### src/rtl/pid_link_pkg.sv
// Shared constants, command codes, frame geometry and FSM state encoding for the PID host link.
// Optional build macro: PID_FRAME_CHECKSUM_EN (adds an XOR checksum byte ahead of END_BYTE).
// No logic here; imported by pid_frame_pack and pid_frame_tx.
package pid_link_pkg;

  localparam logic [7:0] START_BYTE = 8'hAA;
  localparam logic [7:0] END_BYTE   = 8'hBB;

  // Payload width; the upper frame byte carries PAYLOAD_W-32 bits, zero-padded.
  localparam int PAYLOAD_W = 36;

  localparam logic [7:0] CMD_RESET = 8'd0;
  localparam logic [7:0] CMD_KP    = 8'd1;
  localparam logic [7:0] CMD_KD    = 8'd2;
  localparam logic [7:0] CMD_KI    = 8'd3;

`ifdef PID_FRAME_CHECKSUM_EN
  localparam int FRAME_LEN = 9;
`else
  localparam int FRAME_LEN = 8;
`endif

  // Byte index width: wide enough for the 9-byte variant, never wraps.
  localparam int                IDX_W    = 4;
  localparam logic [IDX_W-1:0]  LAST_IDX = IDX_W'(FRAME_LEN - 1);

  typedef enum logic [1:0] {
    IDLE,
    ARM,
    WAIT_DONE,
    FINISH
  } state_t;

`ifdef PID_FRAME_CHECKSUM_EN
  // XOR of the command byte and the five payload bytes as they appear on the wire.
  function automatic logic [7:0] frame_checksum(input logic [7:0]           cmd,
                                                input logic [PAYLOAD_W-1:0] payload);
    logic [39:0] p;
    p = 40'(payload);
    return cmd ^ p[39:32] ^ p[31:24] ^ p[23:16] ^ p[15:8] ^ p[7:0];
  endfunction
`endif

endpackage

### src/rtl/pid_frame_pack.sv
// Purpose: combinational packing of cmd + payload into the wire frame (byte 0 in bits [7:0]).
// Latency: zero cycles, pure combinational.
// Backpressure: none; the caller decides when to capture the packed frame.
// Optional build macro: PID_FRAME_CHECKSUM_EN inserts the checksum byte before END_BYTE.
module pid_frame_pack
  import pid_link_pkg::*;
(
  input  logic [7:0]             cmd_i,
  input  logic [PAYLOAD_W-1:0]   payload_i,
  output logic [8*FRAME_LEN-1:0] frame_o
);

  // Lay out the frame bytes in transmit order, lowest byte first.
  always_comb begin
    frame_o          = '0;
    frame_o[0*8 +: 8] = START_BYTE;
    frame_o[1*8 +: 8] = cmd_i;
    // Upper payload bits are zero-extended into a full byte.
    frame_o[2*8 +: 8] = 8'(payload_i[PAYLOAD_W-1:32]);
    frame_o[3*8 +: 8] = payload_i[31:24];
    frame_o[4*8 +: 8] = payload_i[23:16];
    frame_o[5*8 +: 8] = payload_i[15:8];
    frame_o[6*8 +: 8] = payload_i[7:0];
`ifdef PID_FRAME_CHECKSUM_EN
    frame_o[7*8 +: 8] = frame_checksum(cmd_i, payload_i);
    frame_o[8*8 +: 8] = END_BYTE;
`else
    frame_o[7*8 +: 8] = END_BYTE;
`endif
  end

endmodule

### src/rtl/pid_frame_tx.sv
// Purpose: serialize one PID host-link frame into a byte-wide UART transmitter.
// Latency: first o_TX_DV 2 cycles after i_Frame_DV; each next byte 2 cycles after i_TX_Done.
// Backpressure: holds in ARM while i_TX_Active; requests while busy are dropped with o_Frame_Drop.
// Optional build macro: PID_FRAME_CHECKSUM_EN (9-byte frame with checksum).
module pid_frame_tx
  import pid_link_pkg::*;
(
  input  logic                 i_Clk,
  input  logic                 reset,
  input  logic                 i_Frame_DV,
  input  logic [7:0]           i_Cmd,
  input  logic [PAYLOAD_W-1:0] i_Payload,
  output logic                 o_Busy,
  output logic                 o_Frame_Done,
  output logic                 o_Frame_Drop,
  output logic                 o_TX_DV,
  output logic [7:0]           o_TX_Byte,
  input  logic                 i_TX_Active,
  input  logic                 i_TX_Done
);

  state_t                 state_q, state_d;
  logic [8*FRAME_LEN-1:0] buf_q, buf_d;
  logic [8*FRAME_LEN-1:0] packed_frame;
  logic [IDX_W-1:0]       idx_q, idx_d;
  logic                   tx_dv_q, tx_dv_d;
  logic [7:0]             tx_byte_q, tx_byte_d;

  pid_frame_pack u_pack (
    .cmd_i     (i_Cmd),
    .payload_i (i_Payload),
    .frame_o   (packed_frame)
  );

  // State, shift buffer, byte index and registered UART drive; reset returns all to idle values.
  always_ff @(posedge i_Clk) begin
    if (reset) begin
      state_q   <= IDLE;
      buf_q     <= '0;
      idx_q     <= '0;
      tx_dv_q   <= 1'b0;
      tx_byte_q <= 8'h00;
    end else begin
      state_q   <= state_d;
      buf_q     <= buf_d;
      idx_q     <= idx_d;
      tx_dv_q   <= tx_dv_d;
      tx_byte_q <= tx_byte_d;
    end
  end

  // Next-state logic: the buffer shifts down one byte per completed transfer,
  // so the byte to send is always in buf_q[7:0].
  always_comb begin
    state_d   = state_q;
    buf_d     = buf_q;
    idx_d     = idx_q;
    tx_dv_d   = 1'b0;
    tx_byte_d = tx_byte_q;
    case (state_q)
      IDLE: begin
        if (i_Frame_DV) begin
          buf_d   = packed_frame;
          idx_d   = '0;
          state_d = ARM;
        end
      end
      ARM: begin
        if (!i_TX_Active) begin
          tx_dv_d   = 1'b1;
          tx_byte_d = buf_q[7:0];
          state_d   = WAIT_DONE;
        end
      end
      WAIT_DONE: begin
        // o_TX_Byte is held in tx_byte_q until the transfer finishes.
        if (i_TX_Done) begin
          if (idx_q == LAST_IDX) begin
            state_d = FINISH;
          end else begin
            idx_d   = idx_q + IDX_W'(1);
            buf_d   = {8'h00, buf_q[8*FRAME_LEN-1:8]};
            state_d = ARM;
          end
        end
      end
      FINISH: begin
        state_d = IDLE;
      end
      default: begin
        state_d = IDLE;
      end
    endcase
  end

  // Status outputs decoded from the state; drop is suppressed while reset is asserted.
  always_comb begin
    o_Busy       = (state_q != IDLE);
    o_Frame_Done = (state_q == FINISH);
    o_Frame_Drop = i_Frame_DV && (state_q != IDLE) && !reset;
    o_TX_DV      = tx_dv_q;
    o_TX_Byte    = tx_byte_q;
  end

endmodule

### config.mk
export PLATFORM = sky130hd
export DESIGN_NAME = pid_frame_tx
export DESIGN_NICKNAME = d
export VERILOG_FILES = /design/src/rtl/pid_link_pkg.sv /design/src/rtl/pid_frame_pack.sv /design/src/rtl/pid_frame_tx.sv
export SDC_FILE = /design/constraint.sdc
export NUM_CORES = 1
export LEC_CHECK = 0
export ABC_CLOCK_PERIOD_IN_PS = 2200
export CAP_MARGIN = 10
export CORE_AREA = 3 3 99 101
export DETAILED_ROUTE_END_ITERATION = 12
export DIE_AREA = 0 0 102 104
export DONT_BUFFER_PORTS = 1
export GPL_TIMING_DRIVEN = 0
export PLACE_DENSITY = 0.52
export SKIP_LAST_GASP = 1
export SLEW_MARGIN = 20
export SYNTH_ARGS = -nofsm -noshare
export SYNTH_HDL_FRONTEND = slang
export SYNTH_SLANG_ARGS = --single-unit
### constraint.sdc
create_clock -name i_Clk -period 2.2 [get_ports i_Clk]
set_input_delay 0.33 -clock i_Clk [delete_from_list [all_inputs] [get_ports i_Clk]]
set_output_delay 0.33 -clock i_Clk [all_outputs]
set_load 0.1 [all_outputs]
### Word-level counts from Yosys, hierarchy flattened

Cells that the tools add are included.

* register bits after elaboration: 79
* input port bits: 49
* output and inout bits: 12
* logic and storage cells: 40

* add/subtract/negate cells: 1
* equality and inequality tests: 8
* muxes and demuxes: 14
* bitwise operators: 2
* reduce and logical (&&, ||, !) cells: 10

Operator list (number)
* $mux 64: 3
* $pmux 64 s2: 1
* $mux 4: 3
* $mux 2: 4
* $ne 2x2->1 const B: 4
* $pmux 2 s4: 1
* $pmux 4 s2: 1
* $add 4x1->4 const B: 1
* $eq 2x2->1 const B: 2
* $eq 4x3->1 const B: 1
* $reduce_and 4->1: 1
* $reduce_bool 2->1: 2
* $reduce_and 3->1: 1
* $eq 2x1->1 const B: 1
* $logic_and 1x1->1: 2
* $logic_not 2->1: 1
* $not 1->1: 2
* $reduce_and 2->1: 1
* $reduce_or 2->1: 1
* $logic_not 1->1: 1
* $mux 1: 1

### Longest topological paths before layout

Gate-level depths: netlist of run 1.

* word-level depth: 4
* depth in mapped cells: 7
* depth with buffers taken out: 4

### Modules after synthesis

A second synthesis of run 1 with hierarchy kept.

* cells, all modules: 406
* area total of the unflattened synthesis: 3947.5 um^2

Modules (own cells, without submodules)
* pid_frame_tx: instances 1, cells each 340, area an instance 3459.6 um^2, seq. area each 1581.5 um^2
* pid_frame_pack: instances 1, cells each 66, area an instance 488.0 um^2, seq. area each 0.0 um^2

### Worst setup path before layout of run 1

Ideal clock, no wire load.

* path type: flip-flop to output port
* from: register state_q[0]
* to: output port o_Frame_Drop
* data arrival time: 1.860 ns
* data required time: 1.870 ns
* setup slack: 0.010 ns
* cell stages (with the launch flop): 4
* path buffers: 1
* cells stage by stage: dfxtp_1 buf_2 or2_2 and3_1

* cells in the longest elaborated chain, start to end: 3

RTL lines
* start, declared: RTL line pid_frame_tx.sv:22 `state_t state_q, state_d;`
* start signal, assigned: RTL line pid_frame_tx.sv:44 `state_q <= state_d;`
* $reduce_bool 2->1
* net o_Busy: RTL line pid_frame_tx.sv:13 `output logic o_Busy,`
* $logic_and 1x1->1 (2 in series): RTL line pid_frame_tx.sv:100 `o_Frame_Drop = i_Frame_DV && (state_q != IDLE) && !reset;`
* end, declared: RTL line pid_frame_tx.sv:15 `output logic o_Frame_Drop,`

The timed path passes the listed nets, and every way through them passes these cells.

### Worst setup path in the final report of run 1

Same ends and word-level chain as after synthesis.

==> summary.md, run 1 <==
| Metric | Value |
|---|---|
| Run status | finished clean |
| Syn nets | roughly 380 |
| Ys async rst share | 0% |
| Pwr Density | slightly below 800 nW/um2 |
| # Max-Cap Violations | 0 |
| Critical path required time | 1.87 ns |
| CP max FO | 10 |
| IO Count | 61 |
| Cell Area, Synth | 3600 um2 |
| EDFF count, synth | 0 |
| Ys Warns | 0 |
| Total gr overflow | 0 |
| TritonCTS clock tree | yes |
| Final period util | 95.8% |
| Hold WC Path Type | in -> reg |
| CTS clk-pin slew, worst paths | 0.07 ns |
| Skew final | between 0.01 and 0.015 ns |
| Worst Setup End Kind | output pin |
| Rel. slew slack | 35.2% |
| N_diodes | 0 |
| Final weighted congestion in routability-driven placement | around 0.77 |
| CTS max path bufs | 2 |
| Multi-input gate area | 1890 um2 |
| Top FF cell, synth | dfxtp_1 |
| Via/cell ratio | 5.89 |
| CP startpoint kind | register |
| Synthesized instance count | 331 |
| Setup CP Type | reg -> out |
| Detailed Route WL | 9.88 mm |
| Final min period | 2.11 ns |
| Final ANT Viol Nets | 0 |
| P&R area growth vs syn | 9.60% |
| CTS Root Cell | clkbuf_8 |
| Die Area | roughly 11000 um2 |
| Final net count | 392 |
| Final setup viols | 0 |
| F_max | 475 MHz |
| Storage cell area | around 1400 um2 |
| Netlist cell types | 37 |
| Max Transition Viols Final | 0 |
| FILL cells | 893 |
| Worst Path Arrival | 1.78 ns |
| Commonest cells after routing, fill and taps aside | 72 x dfxtp_1, 48 x a211oi_2, 44 x mux2i_1 |
| Peak VDD IR | approximately 0.4 mV |
| Sequential-to-total area share from yosys stat | about two fifths |
| Num CTS Buffers | 9 |
| H-tree depth | 3 |
| Worst Slack Setup Final | 0.0929 ns |
| FF-to-FF Start | idx_q[0] |
| Chip Width | 102 um |
| TNS Setup | 0 ns |
| IO Port Bufs | 0 |
| DR vias | 2699 |
| Wire length per cell | 21.6 um |
| Post-DP Area | 3740 um2 |
| Final core area utilization | 43.3% |
| Seq cells post-synth | 72 |
| DRC violations left | 0 |
| Core area | 9110 um2 |
| CTS Sinks | 72 |
| RSZ-0062 raised after global routing | no |
| Largest net degree at the start of global routing | 13 |
| Vias in the first global route | 2779 |
| Fraction of layout cells with a size suffix above 1 | ~30% |
| FP Rows | 35 |
| WHS | 0.115 ns |
| Clk Latency, worst-skew pair | 0.36 ns |
| Die Height | about 100 um |
| Hold Fails Final Rpt | 0 |
| Initial DRT Pass Iterations | 4 |
| Initial Util | 39.5% |
| P_leak | 0.00126 uW |
| Commonest non-fill, non-tap cell in the layout | dfxtp_1 |
| Design area | 3940 um2 |
| Post-DP HPWL | between 6 and 7 mm |
| Syn Area/Cell | 10.9 um2 |
| GRT Overall Usage | 19.4% |
| Hold path startpoint | i_Payload[2] |
| Hold_buf cts | 0 |
| Critical path launch point | state_q[0] |
| Initial antenna violation count | 0 |
| Worst-Margin Slew | approximately 1 ns |
| Dpl ws | -0.109 ns |
| First-pass GRT wire length | 15.9 mm |
| Starting DRC count in detailed routing | 106 |
[flip-flops by register name, summed over array words and instances, names as in the netlist]
register	flops
idx_q	4
o_TX_DV	1
o_TX_Byte	8
buf_q	57
state_q	2
[path summary, 6_finish.rpt]
kind                  end  slack (ns)  cells past startpoint
max          o_Frame_Drop        0.09                      3
min             buf_q[50]        0.11                      2
max reg2reg     buf_q[39]        0.37                      5
min reg2reg      buf_q[4]        0.50                      2
[what timing repair did]
action | in CTS | in global routing
gates resized for setup | 3 | 1
pin swaps | 0 | 0
endpoints found under the setup margin | 2 | 1
buffers inserted | 0 | 0
[final cells by class]
cell class	instances	share of cell area (%)
multi-input combinational	217	48.0
sequential	72	36.6
buffer	40	6.66
clock buffer	11	3.59
tap	111	3.52
clock inverter	5	1.43
inverter	2	0.190
[power breakdown]
group          total [uW]  switching [uW]  internal [uW]
registers            1480            83.0           1400
logic                 495             286            209
clock network        1070             520            553
[metal layers]
metal | share of wire, % | GRT usage (%)
met5 | 0 | 0
met4 | 1.6 | 4.87
met3 | 5.7 | 5.37
met2 | 44 | 27.1
met1 | 49 | 29.2
[kinds of logic after synthesis]
kind of cell	after synthesis	share of synthesized area [%]
AO/OA/AOI/OAI	127	32.2
flip-flops	72	40.1
multiplexers	45	12.6
AND/OR/NAND/NOR	44	7.27
buffers and inverters	42	7.51
adder cells (fa/ha/maj)	1	0.348
[synthesized netlist by cell type, types with 2 or more instances]
cell type / number / area, um2
nand4b_1: 2 / 17.5
a211oi_2: 48 / 601
a31oi_1: 2 / 12.5
nand3b_1: 2 / 15.0
nor2_1: 8 / 30.0
nand2_1: 6 / 22.5
a211oi_1: 37 / 278
and2_1: 2 / 12.5
or3_1: 2 / 12.5
nand3_1: 11 / 55.1
clkbuf_1: 9 / 33.8
buf_2: 15 / 75.1
o221a_2: 4 / 45.0
mux2i_1: 44 / 440
buf_4: 6 / 45.0
dfxtp_1: 72 / 1440
buf_6: 8 / 90.1
o211ai_1: 13 / 97.6
and3b_1: 3 / 26.3
inv_1: 2 / 7.51
a21oi_1: 19 / 95.1
[critical path, stage by stage, from the launching register on]
cell and delay (ns):
dfxtp_1 0.36, buf_2 0.25, or2_4 0.37, and3_4 0.44
[metrics by stage]
stage	std cells	total power [uW]
after global placement	442	2000
final	458	3050
after CTS	458	3080
after floorplan	331	1900
after detailed placement	442	2010
after global routing	458	3180
Note: power is estimated with default switching activity, not from simulation.
==> run 2: changes to the inputs <==
--- a/config.mk
+++ b/config.mk
@@ -5,11 +5,11 @@
 export SDC_FILE = /design/constraint.sdc
 export NUM_CORES = 1
 export LEC_CHECK = 0
-export ABC_CLOCK_PERIOD_IN_PS = 2200
+export ABC_CLOCK_PERIOD_IN_PS = 2300
 export CAP_MARGIN = 10
-export CORE_AREA = 3 3 99 101
+export CORE_AREA = 2 2 98 100
 export DETAILED_ROUTE_END_ITERATION = 12
-export DIE_AREA = 0 0 102 104
+export DIE_AREA = 0 0 100 102
 export DONT_BUFFER_PORTS = 1
 export GPL_TIMING_DRIVEN = 0
 export PLACE_DENSITY = 0.52
==> constraint.sdc (replaced) <==
create_clock -name i_Clk -period 2.3 [get_ports i_Clk]
set_input_delay 0.345 -clock i_Clk [delete_from_list [all_inputs] [get_ports i_Clk]]
set_output_delay 0.345 -clock i_Clk [all_outputs]
set_load 0.1 [all_outputs]
==> run 2 against run 1 <==
Against the previous run:
- register-to-register slack gained 0.09 ns
- routed wire length shrank 1.3%
- total power shrank 8.3%
- flip-flop and latch count is the same
- count of clock-buffer cells in the layout shrank 1
- sequential power shrank 4%
- clock skew shrank 0.0081 ns
- combinational power shrank 4.4%
- final cell count is the same
- critical endpoint unchanged
- largest power group unchanged
==> summary.md, run 2 (synthesis results as in run 1) <==
| Metric | Value |
|---|---|
| Final period util | 92.1% |
| Cell-internal power | 1950 uW (was 2160 uW) |
| RSZ-0062 raised after global routing | no (unchanged) |
| Hold worst-path end | buf_q[50] (unchanged) |
| Final setup viols | 0 (unchanged) |
| Num CTS Buffers | 9 (unchanged) |
| GRT Overall Usage | 19.9% (was 19.4%) |
| Final ANT Viol Nets | 0 (unchanged) |
| P_leak | 0.00125 uW (was 0.00126 uW) |
| Total gr overflow | 0 (unchanged) |
| Top reg by flops | buf_q (unchanged) |
| N_diodes | 0 (unchanged) |
| Die Area | 10200 um2 (was 10600 um2) |
| Hold_buf cts | 0 (unchanged) |
| Final min period | 2.12 ns |
| Hold WC Path Type | in -> reg (unchanged) |
| CP startpoint kind | register (unchanged) |
| Via/cell ratio | 5.84 (was 5.89) |
| Final net count | 392 (unchanged) |
| Post-DP HPWL | 6.78 mm (was 6.86 mm) |
| Largest net degree at the start of global routing | 13 (unchanged) |
| # Max-Cap Violations | 0 (unchanged) |
| Peak VDD IR | 0.384 mV (was 0.406 mV) |
| Worst Setup End Kind | output pin (unchanged) |
| Sw Ratio | 30.2% (was 29.1%) |
| F_max | 472 MHz |
| Hold Fails Final Rpt | 0 (unchanged) |
| DR vias | 2675 (was 2699) |
| Detailed Route WL | 9.76 mm (was 9.88 mm) |
| Reg power frac | 50.8% (was 48.6%) |
| Final weighted congestion in routability-driven placement | 0.773 (was 0.767) |
| FILL cells | 901 (was 893) |
| Starting DRC count in detailed routing | 118 (was 106) |
| Max Transition Viols Final | 0 (unchanged) |
| Design area | 3920 um2 (was 3940 um2) |
| Reg2reg setup slack | 0.46 ns (was 0.37 ns) |
| TNS Setup | 0 ns (unchanged) |
| CTS clk-pin slew, worst paths | 0.08 ns (was 0.07 ns) |
| Worst-Margin Slew | 0.967 ns (was 0.971 ns) |
| CTS Root Cell | clkbuf_8 (unchanged) |
| TritonCTS clock tree | yes (unchanged) |
| Initial antenna violation count | 0 (unchanged) |
| FF-to-FF Start | idx_q[0] (unchanged) |
| Placed insts | 442 (unchanged) |
| Design Power | 2800 uW (was 3050 uW) |
| Worst Reg-to-Reg Cells | 5 (unchanged) |
| Rel. slew slack | 35.4% (was 35.2%) |
| Initial Util | 39.5% (unchanged) |
| IO Port Bufs | 0 (unchanged) |
| P&R area growth vs syn | 8.90% (was 9.60%) |
| Sw power | 845 uW (was 889 uW) |
| Initial DRT Pass Iterations | 4 (unchanged) |
| CTS max path bufs | 2 (unchanged) |
| Final core area utilization | 43.0% (was 43.3%) |
| Chip Width | 100 um (was 102 um) |
| Finished Layout Cells | 458 (unchanged) |
| Setup CP Type | reg -> out (unchanged) |
| Commonest cells after routing, fill and taps aside | 72 x dfxtp_1, 48 x a211oi_2, 44 x mux2i_1 (unchanged) |
| Commonest non-fill, non-tap cell in the layout | dfxtp_1 (unchanged) |
| Worst hold stages | 2 (unchanged) |
| Clk Latency, worst-skew pair | 0.35 ns (was 0.36 ns) |
| Worst Path Arrival | 1.77 ns (was 1.78 ns) |
| Post-DP Area | 3740 um2 (unchanged) |
| Critical path required time | 1.96 ns (was 1.87 ns) |
| H-tree depth | 3 (unchanged) |
| RR Endpoint | buf_q[32] (was buf_q[39]) |
| Skew final | 0.00678 ns (was 0.0148 ns) |
| Combinational power share | 16.9% (was 16.2%) |
| IO Count | 61 (unchanged) |
| Vias in the first global route | 2760 (was 2779) |
| CP max FO | 10 (unchanged) |
| Fraction of layout cells with a size suffix above 1 | 30.0% (was 29.7%) |
| DRC violations left | 0 (unchanged) |
| FP Rows | 35 (unchanged) |
| Die Height | 102 um (was 104 um) |
| Pwr Density | 714 nW/um2 (was 774 nW/um2) |
| Wire length per cell | 21.3 um (was 21.6 um) |
| Clk pwr share | 32.3% (was 35.2%) |
| First-pass GRT wire length | 15.5 mm (was 15.9 mm) |
| Run status | finished clean (unchanged) |
| Hold path startpoint | i_Payload[2] (unchanged) |
| Core area | 9110 um2 (unchanged) |
| CTS Sinks | 72 (unchanged) |
| Number of flip-flops in the largest register | 57 (unchanged) |
## run 2: changes by cell type in the layout (fill, tap and decap cells not counted)
cell and change:
clkinv_2 +2, clkinvlp_4 +1, clkinv_4 -1, bufinv_16 -1, clkbuf_1 -1
## run 2: critical path: stages (launching register included)
cell	delay, ns
dfxtp_1	0.36
buf_2	0.25
or2_4	0.37
and3_4	0.44
## run 2: cell type report
| class | count | area [um2] | area share [%] |
|---|---|---|---|
| multi-input cells | 217 | 1890 | 48.4 |
| plain buffers | 40 | 263 | 6.71 |
| clock buffers | 10 | 138 | 3.51 |
| clock inverters | 6 | 35.0 | 0.894 |
| well taps | 111 | 139 | 3.55 |
| inverters | 2 | 7.51 | 0.192 |
| flip-flops and latches | 72 | 1440 | 36.8 |
## run 2: timing repair
item / in CTS / in global routing
buffers inserted: 0 / 0
endpoints found under the setup margin: 2 / 1
gates resized for setup: 3 / 1
## run 2: routing by layer
layer  share of wire, %  vias to the layer above  GRT usage [%]
met5                  0                        -              0
met4                1.0                        0           6.53
met3                5.8                        8           4.38
met2                 44                       62           29.8
met1                 50                     1305           28.5
li1                   -                     1300              -
## run 2: how the worst max path moves through the flow
| stage | from | to | slack (ns) |
|---|---|---|---|
| 5_1_grt | state_q[0] | o_Frame_Drop | 0.09 |
| 4_1_cts | state_q[0] | o_Frame_Drop | -0.0009 |
| 3_3_place_gp | state_q[0] | o_Frame_Drop | -0.009 |
| 3_5_place_dp | state_q[0] | o_Frame_Drop | -0.02 |
| 2_1_floorplan | state_q[0] | o_Frame_Drop | 0.1 |
| 6_report | state_q[0] | o_Frame_Drop | 0.18 |
## run 2: power by group through the flow
stage | Sequential, uW | Combinational, uW | Clock [uW]
finish | 1420 | 473 | 904
detailed placement | 1450 | 473 | 0
floorplan | 1430 | 392 | 0
global placement | 1450 | 467 | 0
CTS | 1420 | 475 | 932
global route | 1430 | 512 | 980
## run 2: through the flow
| step | hold slack, ns | worst slack (ns) |
|---|---|---|
| after floorplan | 0.444 | 0.0951 |
| after global placement | 0.476 | -0.00884 |
| after detailed placement | 0.485 | -0.0221 |
| after CTS | 0.123 | -0.000945 |
| after global routing | 0.132 | 0.0884 |
| final | 0.137 | 0.183 |
